--- config.mk ---
export PLATFORM = sky130hd
export DESIGN_NAME = axi4_rd_cmd_issuer
export DESIGN_NICKNAME = d
export VERILOG_FILES = /design/src/rtl/axi4_rd_cmd_issuer.sv
export SDC_FILE = /design/constraint.sdc
export NUM_CORES = 1
export LEC_CHECK = 0
export ABC_AREA = 1
export ABC_CLOCK_PERIOD_IN_PS = 5400
export CAP_MARGIN = 20
export CORE_MARGIN = 5
export CORE_UTILIZATION = 50
export CTS_CLUSTER_DIAMETER = 80
export DETAILED_ROUTE_END_ITERATION = 6
export GPL_TIMING_DRIVEN = 1
export HOLD_SLACK_MARGIN = 0.05
export PLACE_DENSITY_LB_ADDON = 0.05
export SLEW_MARGIN = 30
export SYNTH_ARGS = -nofsm -noshare
export SYNTH_HDL_FRONTEND = slang
export SYNTH_SLANG_ARGS = --single-unit
--- constraint.sdc ---
create_clock -name axi_aclk -period 5.4 [get_ports axi_aclk]
set_clock_uncertainty 0.05 [all_clocks]
set_input_delay 1.62 -clock axi_aclk [delete_from_list [all_inputs] [get_ports axi_aclk]]
set_output_delay 1.62 -clock axi_aclk [all_outputs]
set_load 0.01 [all_outputs]
--- src/rtl/axi4_rd_cmd_issuer.sv ---
`default_nettype none
// ============================================================================
// Module   : axi4_rd_cmd_issuer
// Purpose  : Accepts read requests (start address, beat count) over a
//            valid/ready handshake, queues them in a show-ahead command FIFO
//            and issues one AXI4 INCR read burst per request on the AR
//            channel. Also watches R-channel handshakes and pulses last_drop
//            one cycle after the final beat of each burst.
// Ports    : axi_aclk / axi_aresetn  - clock, synchronous active-low reset
//            source_addr, size       - request start address and beat count
//            valid / ready           - request handshake (ready = FIFO not full)
//            axi_ar*                 - AXI4 read address channel (master side)
//            axi_rvalid/rready/rlast - R channel, monitored only
//            last_drop               - registered end-of-burst pulse
//            fifo_count              - command FIFO occupancy
// Option   : AXI4_RD_OUTSTANDING_LIMIT_EN - when defined, caps the number of
//            bursts in flight at MAX_OUTSTANDING.
// Revision : 1.0 - initial release
// ============================================================================
module axi4_rd_cmd_issuer #(
  parameter int DEPTH           = 4,
  parameter int DSIZE           = 64,
  parameter int ASIZE           = 32,
  parameter int LSIZE           = 8,
  parameter int IDSIZE          = 4,
  parameter int MAX_OUTSTANDING = 4
) (
  input  logic                     axi_aclk,
  input  logic                     axi_aresetn,
  input  logic [31:0]              source_addr,
  input  logic [31:0]              size,
  input  logic                     valid,
  output logic                     ready,
  output logic [IDSIZE-1:0]        axi_arid,
  output logic [ASIZE-1:0]         axi_araddr,
  output logic [LSIZE-1:0]         axi_arlen,
  output logic [2:0]               axi_arsize,
  output logic [1:0]               axi_arburst,
  output logic                     axi_arvalid,
  input  logic                     axi_arready,
  input  logic                     axi_rvalid,
  input  logic                     axi_rready,
  input  logic                     axi_rlast,
  output logic                     last_drop,
  output logic [$clog2(DEPTH):0]   fifo_count
);

  localparam int              AW       = $clog2(DEPTH);
  localparam logic [AW:0]     FULL_CNT = (AW+1)'(DEPTH);
  localparam logic [2:0]      ARSIZE   = 3'($clog2(DSIZE/8));
  localparam logic [LSIZE:0]  ONE_N    = (LSIZE+1)'(1);

  // Command storage: only the address bits and the effective length bits
  // are ever used, so only those are kept.
  logic [ASIZE-1:0] mem_addr [DEPTH];
  logic [LSIZE:0]   mem_len  [DEPTH];
  logic [AW-1:0]    wptr;
  logic [AW-1:0]    rptr;
  logic [AW:0]      count;

  logic             full;
  logic             empty;
  logic             push;
  logic             pop;
  logic             load;
  logic             drop;
  logic             limit_ok;
  logic [ASIZE-1:0] head_addr;
  logic [LSIZE:0]   head_n;

  // Upper size bits beyond the effective length are intentionally ignored.
  logic unused_size;
  assign unused_size = ^size[31:LSIZE+1];

  assign full      = (count == FULL_CNT);
  assign empty     = (count == '0);
  assign ready     = !full;
  assign push      = valid && !full;
  assign head_addr = mem_addr[rptr];
  assign head_n    = mem_len[rptr];

  assign axi_arid    = '0;
  assign axi_arsize  = ARSIZE;
  assign axi_arburst = 2'b01;
  assign fifo_count  = count;

  // A zero-length head is discarded without an AR; a non-zero head moves
  // into the AR register once that register is free or being handed off.
  always_comb begin
    load = 1'b0;
    drop = 1'b0;
    if (!empty) begin
      if (head_n == '0) begin
        drop = 1'b1;
      end else if ((!axi_arvalid || axi_arready) && limit_ok) begin
        load = 1'b1;
      end
    end
  end

  assign pop = load || drop;

  // Command FIFO
  always_ff @(posedge axi_aclk) begin
    if (!axi_aresetn) begin
      wptr  <= '0;
      rptr  <= '0;
      count <= '0;
      for (int i = 0; i < DEPTH; i++) begin
        mem_addr[i] <= '0;
        mem_len[i]  <= '0;
      end
    end else begin
      if (push) begin
        mem_addr[wptr] <= source_addr[ASIZE-1:0];
        mem_len[wptr]  <= size[LSIZE:0];
        wptr           <= wptr + AW'(1);
      end
      if (pop) begin
        rptr <= rptr + AW'(1);
      end
      case ({push, pop})
        2'b10:   count <= count + (AW+1)'(1);
        2'b01:   count <= count - (AW+1)'(1);
        default: count <= count;
      endcase
    end
  end

  // AR register: fields only change on a load, so they hold steady while
  // the slave back-pressures.
  always_ff @(posedge axi_aclk) begin
    if (!axi_aresetn) begin
      axi_arvalid <= 1'b0;
      axi_araddr  <= '0;
      axi_arlen   <= '0;
    end else begin
      if (load) begin
        axi_arvalid <= 1'b1;
        axi_araddr  <= head_addr;
        axi_arlen   <= LSIZE'(head_n - ONE_N);
      end else if (axi_arready) begin
        axi_arvalid <= 1'b0;
      end
    end
  end

  // End-of-burst pulse, one cycle after the last-beat handshake.
  always_ff @(posedge axi_aclk) begin
    if (!axi_aresetn) begin
      last_drop <= 1'b0;
    end else begin
      last_drop <= axi_rvalid && axi_rready && axi_rlast;
    end
  end

`ifdef AXI4_RD_OUTSTANDING_LIMIT_EN
  localparam int OW = $clog2(MAX_OUTSTANDING + 1) + 1;

  logic [OW-1:0] outstanding;
  logic          ar_hs;
  logic          r_done;

  assign ar_hs  = axi_arvalid && axi_arready;
  assign r_done = axi_rvalid && axi_rready && axi_rlast && (outstanding != '0);

  // The AR currently held in the register is already committed, so it is
  // counted together with the bursts in flight; otherwise a load in the
  // same cycle as a handshake could overshoot the cap by one.
  assign limit_ok = (int'(outstanding) + int'(axi_arvalid)) < MAX_OUTSTANDING;

  always_ff @(posedge axi_aclk) begin
    if (!axi_aresetn) begin
      outstanding <= '0;
    end else begin
      case ({ar_hs, r_done})
        2'b10:   outstanding <= outstanding + OW'(1);
        2'b01:   outstanding <= outstanding - OW'(1);
        default: outstanding <= outstanding;
      endcase
    end
  end
`else
  logic unused_max;
  assign unused_max = (MAX_OUTSTANDING != 0);
  assign limit_ok   = 1'b1;
`endif

endmodule
`default_nettype wire

Word-level counts from Yosys, hierarchy flattened. Memories as Yosys holds them, arrays and structs flattened. A register that Yosys moved wholly into a read port is not among the register bits. Index checks and enable logic that the tools add are counted.

Register bits: 17. Bits in writable memories: 164. Output and inout port bits: 55. Memories: 2.

Memories: mem_addr (words 4, width 32, rd ports 1, clocked after memory_dff 1, wr ports 4, RTL line 55) `logic [ASIZE-1:0] mem_addr [DEPTH];`; mem_len (words 4, width 9, rd ports 1, clocked after memory_dff 1, wr ports 4, RTL line 56) `logic [LSIZE:0] mem_len [DEPTH];`.

Add/sub/neg operators: 5. Equality and inequality tests: 3. Muxes and demuxes: 20. Reduce and logical (&&, ||, !) cells: 14.

Operators with widths (count): 32-bit 2-to-1 mux (1); 32-bit OR reduction (1); 1-bit 2-to-1 mux (13); 9-bit logical NOT (1); 9-bit 2-to-1 mux (1); 9-bit OR reduction (1); 2-bit 2-to-1 mux (4); 8-bit by 1-bit subtractor with 8-bit output (second input constant) (1); 3-bit case mux with 2 select lines (1); 2-bit by 1-bit adder with 2-bit output (second input constant) (2); 2-bit nonzero test (2); 3-bit by 1-bit adder with 3-bit output (second input constant) (1); 3-bit == test (second input constant) (1); 1-bit logical AND (3); 1-bit logical NOT (3); 3-bit logical NOT (1); 3-bit by 1-bit subtractor with 3-bit output (second input constant) (1); 2-bit by 1-bit == test with 1-bit output (second input constant) (1); 2-bit == test (second input constant) (1); 1-bit logical OR (2).

Longest topological paths before layout.
Depth in word-level cells: 8. Depth in mapped cells: 18.

Worst setup path after synthesis. OpenSTA, ideal clock, no wires.

Path type: input to register. From: input valid. To: memory mem_addr[3][0] (enable). Library setup time: 501 ps. Data arrival time: 4822 ps. Setup slack: 26 ps. Cell stages on the path: 2. Buffers on the path: 0. Cells stage by stage: nand2_1 o31ai_1.

RTL lines: start, declared (RTL line 32) `input logic valid,`; end, declared (RTL line 55).

==> impl_metrics.yaml <==
power:
  p_seq_share_pct: 37.7
  p_int_mw: 3.84
  power_mw: 5.99
  p_switching_mw: 2.15
  comb_power_share_pct: 35.8
  clkPwrFrac_pct: 26.5
  swShare_pct: 35.9
  cellLeakagePower_nw: 4.36
  irDropWorstVdd_v: 0.000368
  cellPowerDensity_nw_per_um2: 521
setup_path:
  worstPathArrival_ns: 3.61
  path_max_fanout: 22
  critPathCaptureType: "register"
  critPathKind: "input port to register"
  crit_buf_inv: 3
  cp_top_family: "simple AND/OR/NAND/NOR gates"
  crit_chain: "clkdlybuf4s50_1, nand2_1, nor2_1, inv_2, nor2_1, nand2_2, nand2_2, buf_12"
  max_stage_delay_ns: 0.51
  cp_data_required_time_ns: 5.55
  r2r_slack_ns: 1.94
  startpoint_type: "input port"
  cp_slowest_cell: "nand2_2"
floorplanning:
  row_count: 50
  die_area_sq_um: 22100
  pin_count: 126
  start_util_pct: 51.0
  core_sq_um: 18800
  fp.dieH_microns: 149
  die_w_microns: 149
timing:
  rsz0062_at_grt: "false"
  timing.final.ws_setup_ns: 1.94
  tightest_slew_ns: 0.846
  clock.fmax_mhz: 289
  slew-limit-headroom_pct: 43.4
  setup_violations: 0
  hold_ws_ns: 0.412
  post-route-period-util_pct: 64.1
  slew_violations: 0
  fin_crit_ns: 3.46
  hold_violations: 0
  tns_ns: 0
synthesis:
  synthDistinctLibCells: 31
  syn_area_per_cell_sq_um: 9.72
  synth_area_sq_um: 9610
  synth_top_flop_cell: "edfxtp_1"
  synth-seq-cells: 215
  synth_edf_count: 164
  yosysSeqAreaShare_pct: 61.9
  synthCells: 988
  ys_warn_count: 0
  ys_async_sr_fraction_pct: 0
global_routing:
  use_met2_pct: 34.5
  grt_overflow: 0
  grt_pass1_wl_mm: 35.3
  grtUsageMet3_pct: 2.44
  grt_pass1_vias: 6609
  grt_max_degree: 66
  use_met1_pct: 27.7
  grt_antenna_before_repair: 0
  busiest_layer: "met2"
  grt_use_total_pct: 20.3
clock_network:
  cts.clk_slew.worst_paths_ns: 0.06
  post-cts-setup-buffer-count: 0
  cts_buffer_depth: 3
  insertion_delay_ns: 0.50
  clock_sinks: 215
  cts_buffers: 23
  cts_hold_buf: 0
  root_buffer: "clkbuf_16"
  tritoncts: "built"
  ctsResizeCount: 0
  htree_levels: 1
placement:
  place_ws_ns: 1.39
  place_area_sq_um: 10700
  port_buffers: 93
  dp_hpwl_mm: 12.5
  gp_congestion: 0.806
  dp.cells: 1296
drt:
  num_vias: 6972
  remaining_drc_errors: 0
  avgRoutedWirePerCell_microns: 16.9
  drtIter0Drc: 543
  vias_per_cell: 5.21
  ant_nets: 0
  routed_wl_mm: 22.6
  firstDrtPassIters: 5
finish:
  finalNonFillerCells: 1338
  fill_cells: 1602
  diodes: 0
  final_core_util_pct: 61.0
  fin_area_sq_um: 11500
  layout_common_cells: "nor2_1, edfxtp_1, inv_1"
  layout.nets: 1135
  drive_above_1_share_pct: 13.5
  mostFrequentLayoutCell: "nor2_1"
  synthToLayoutAreaGrowth_pct: 19.5
status:
  status: "finished, final reports clean"
flow_run:
  maxCapViolCount: 0
worst_hold_path:
  hp-class: "register to register"
## registers in the layout (all words and copies together), names as in the netlist, named ones only
signal,count
axi_arlen,8
last_drop,1
rptr,2
axi_arvalid,1
mem_len,36
axi_araddr,32
mem_addr,128
wptr,2
fifo_count,3
## worst min-delay path: cells and delay by family, from the launching register on
kind | cells | cell delay (ns)
compound gates | 1 | 0.04
simple gates | 1 | 0.06
flops | 1 | 0.31
## worst paths after layout
| kind | startpoint | end | cells past startpoint |
|---|---|---|---|
| worst min-delay path | axi_araddr[24] | axi_araddr[24] | 2 |
| worst max-delay path | valid | mem_addr[0][22] | 8 |
| worst max register to register | register | fifo_count[2] | 16 |
| worst min register to register | axi_araddr[24] | axi_araddr[24] | 2 |
## metal layers
metal	part of all wire, %	vias up	wire, microns
li1	-	3394	-
met1	43	3324	9790
met2	48	218	10900
met3	6.3	36	1410
met4	1.9	0	434
met5	0	-	0
## synthesized netlist by cell type (2+ instances only)
cell type | number | area (sq um)
a21oi_1 | 13 | 65.1
o22ai_1 | 32 | 200
conb_1 | 2 | 7.51
a21oi_2 | 35 | 307
buf_6 | 3 | 33.8
ha_1 | 2 | 25.0
buf_2 | 10 | 50.1
nand2_1 | 79 | 297
nor2_1 | 254 | 953
clkinv_1 | 2 | 7.51
inv_1 | 99 | 372
dfxtp_1 | 51 | 1020
buf_12 | 2 | 40.0
buf_8 | 2 | 30.0
inv_2 | 3 | 11.3
nand2_2 | 41 | 257
clkbuf_1 | 39 | 146
buf_4 | 10 | 75.1
nand3b_1 | 3 | 22.5
edfxtp_1 | 164 | 4920
o21ai_0 | 72 | 360
nand3_1 | 60 | 300
o21bai_1 | 2 | 15.0
## area by class of cell
type                       instances  area [sq um]  share of cell area [%]
tap                              260           325                    2.83
clock buffer                      30           652                    5.68
clock inverter                    12           124                    1.08
sequential                       215          5950                    51.8
timing repair buffer             107          1070                    9.35
multi-input combinational        609          2970                    25.8
inverter                         105           399                    3.47
## power groups by stage
stage               Sequential [mW]  Combinational (mW)  Clock, mW
finish                         2.26                2.15       1.58
floorplan                      2.32                1.46          0
global route                   2.29                2.37       1.69
detailed placement             2.29                2.15          0
global placement               2.29                2.14          0
CTS                            2.26                2.17       1.61
## cells by family (layout without fill, tap and decap cells)
logic type / after synthesis / in the layout / synth area share [%]
flip-flops: 215 / 215 / 61.9
buffers and inverters: 171 / 254 / 8.04
AO/OA/AOI/OAI: 155 / 155 / 9.94
adder cells (fa/ha/maj): 3 / 3 / 0.469
AND/OR/NAND/NOR: 442 / 442 / 19.6
other: 2 / 9 / 0.0782
Note: power is estimated with default switching activity, not from simulation.
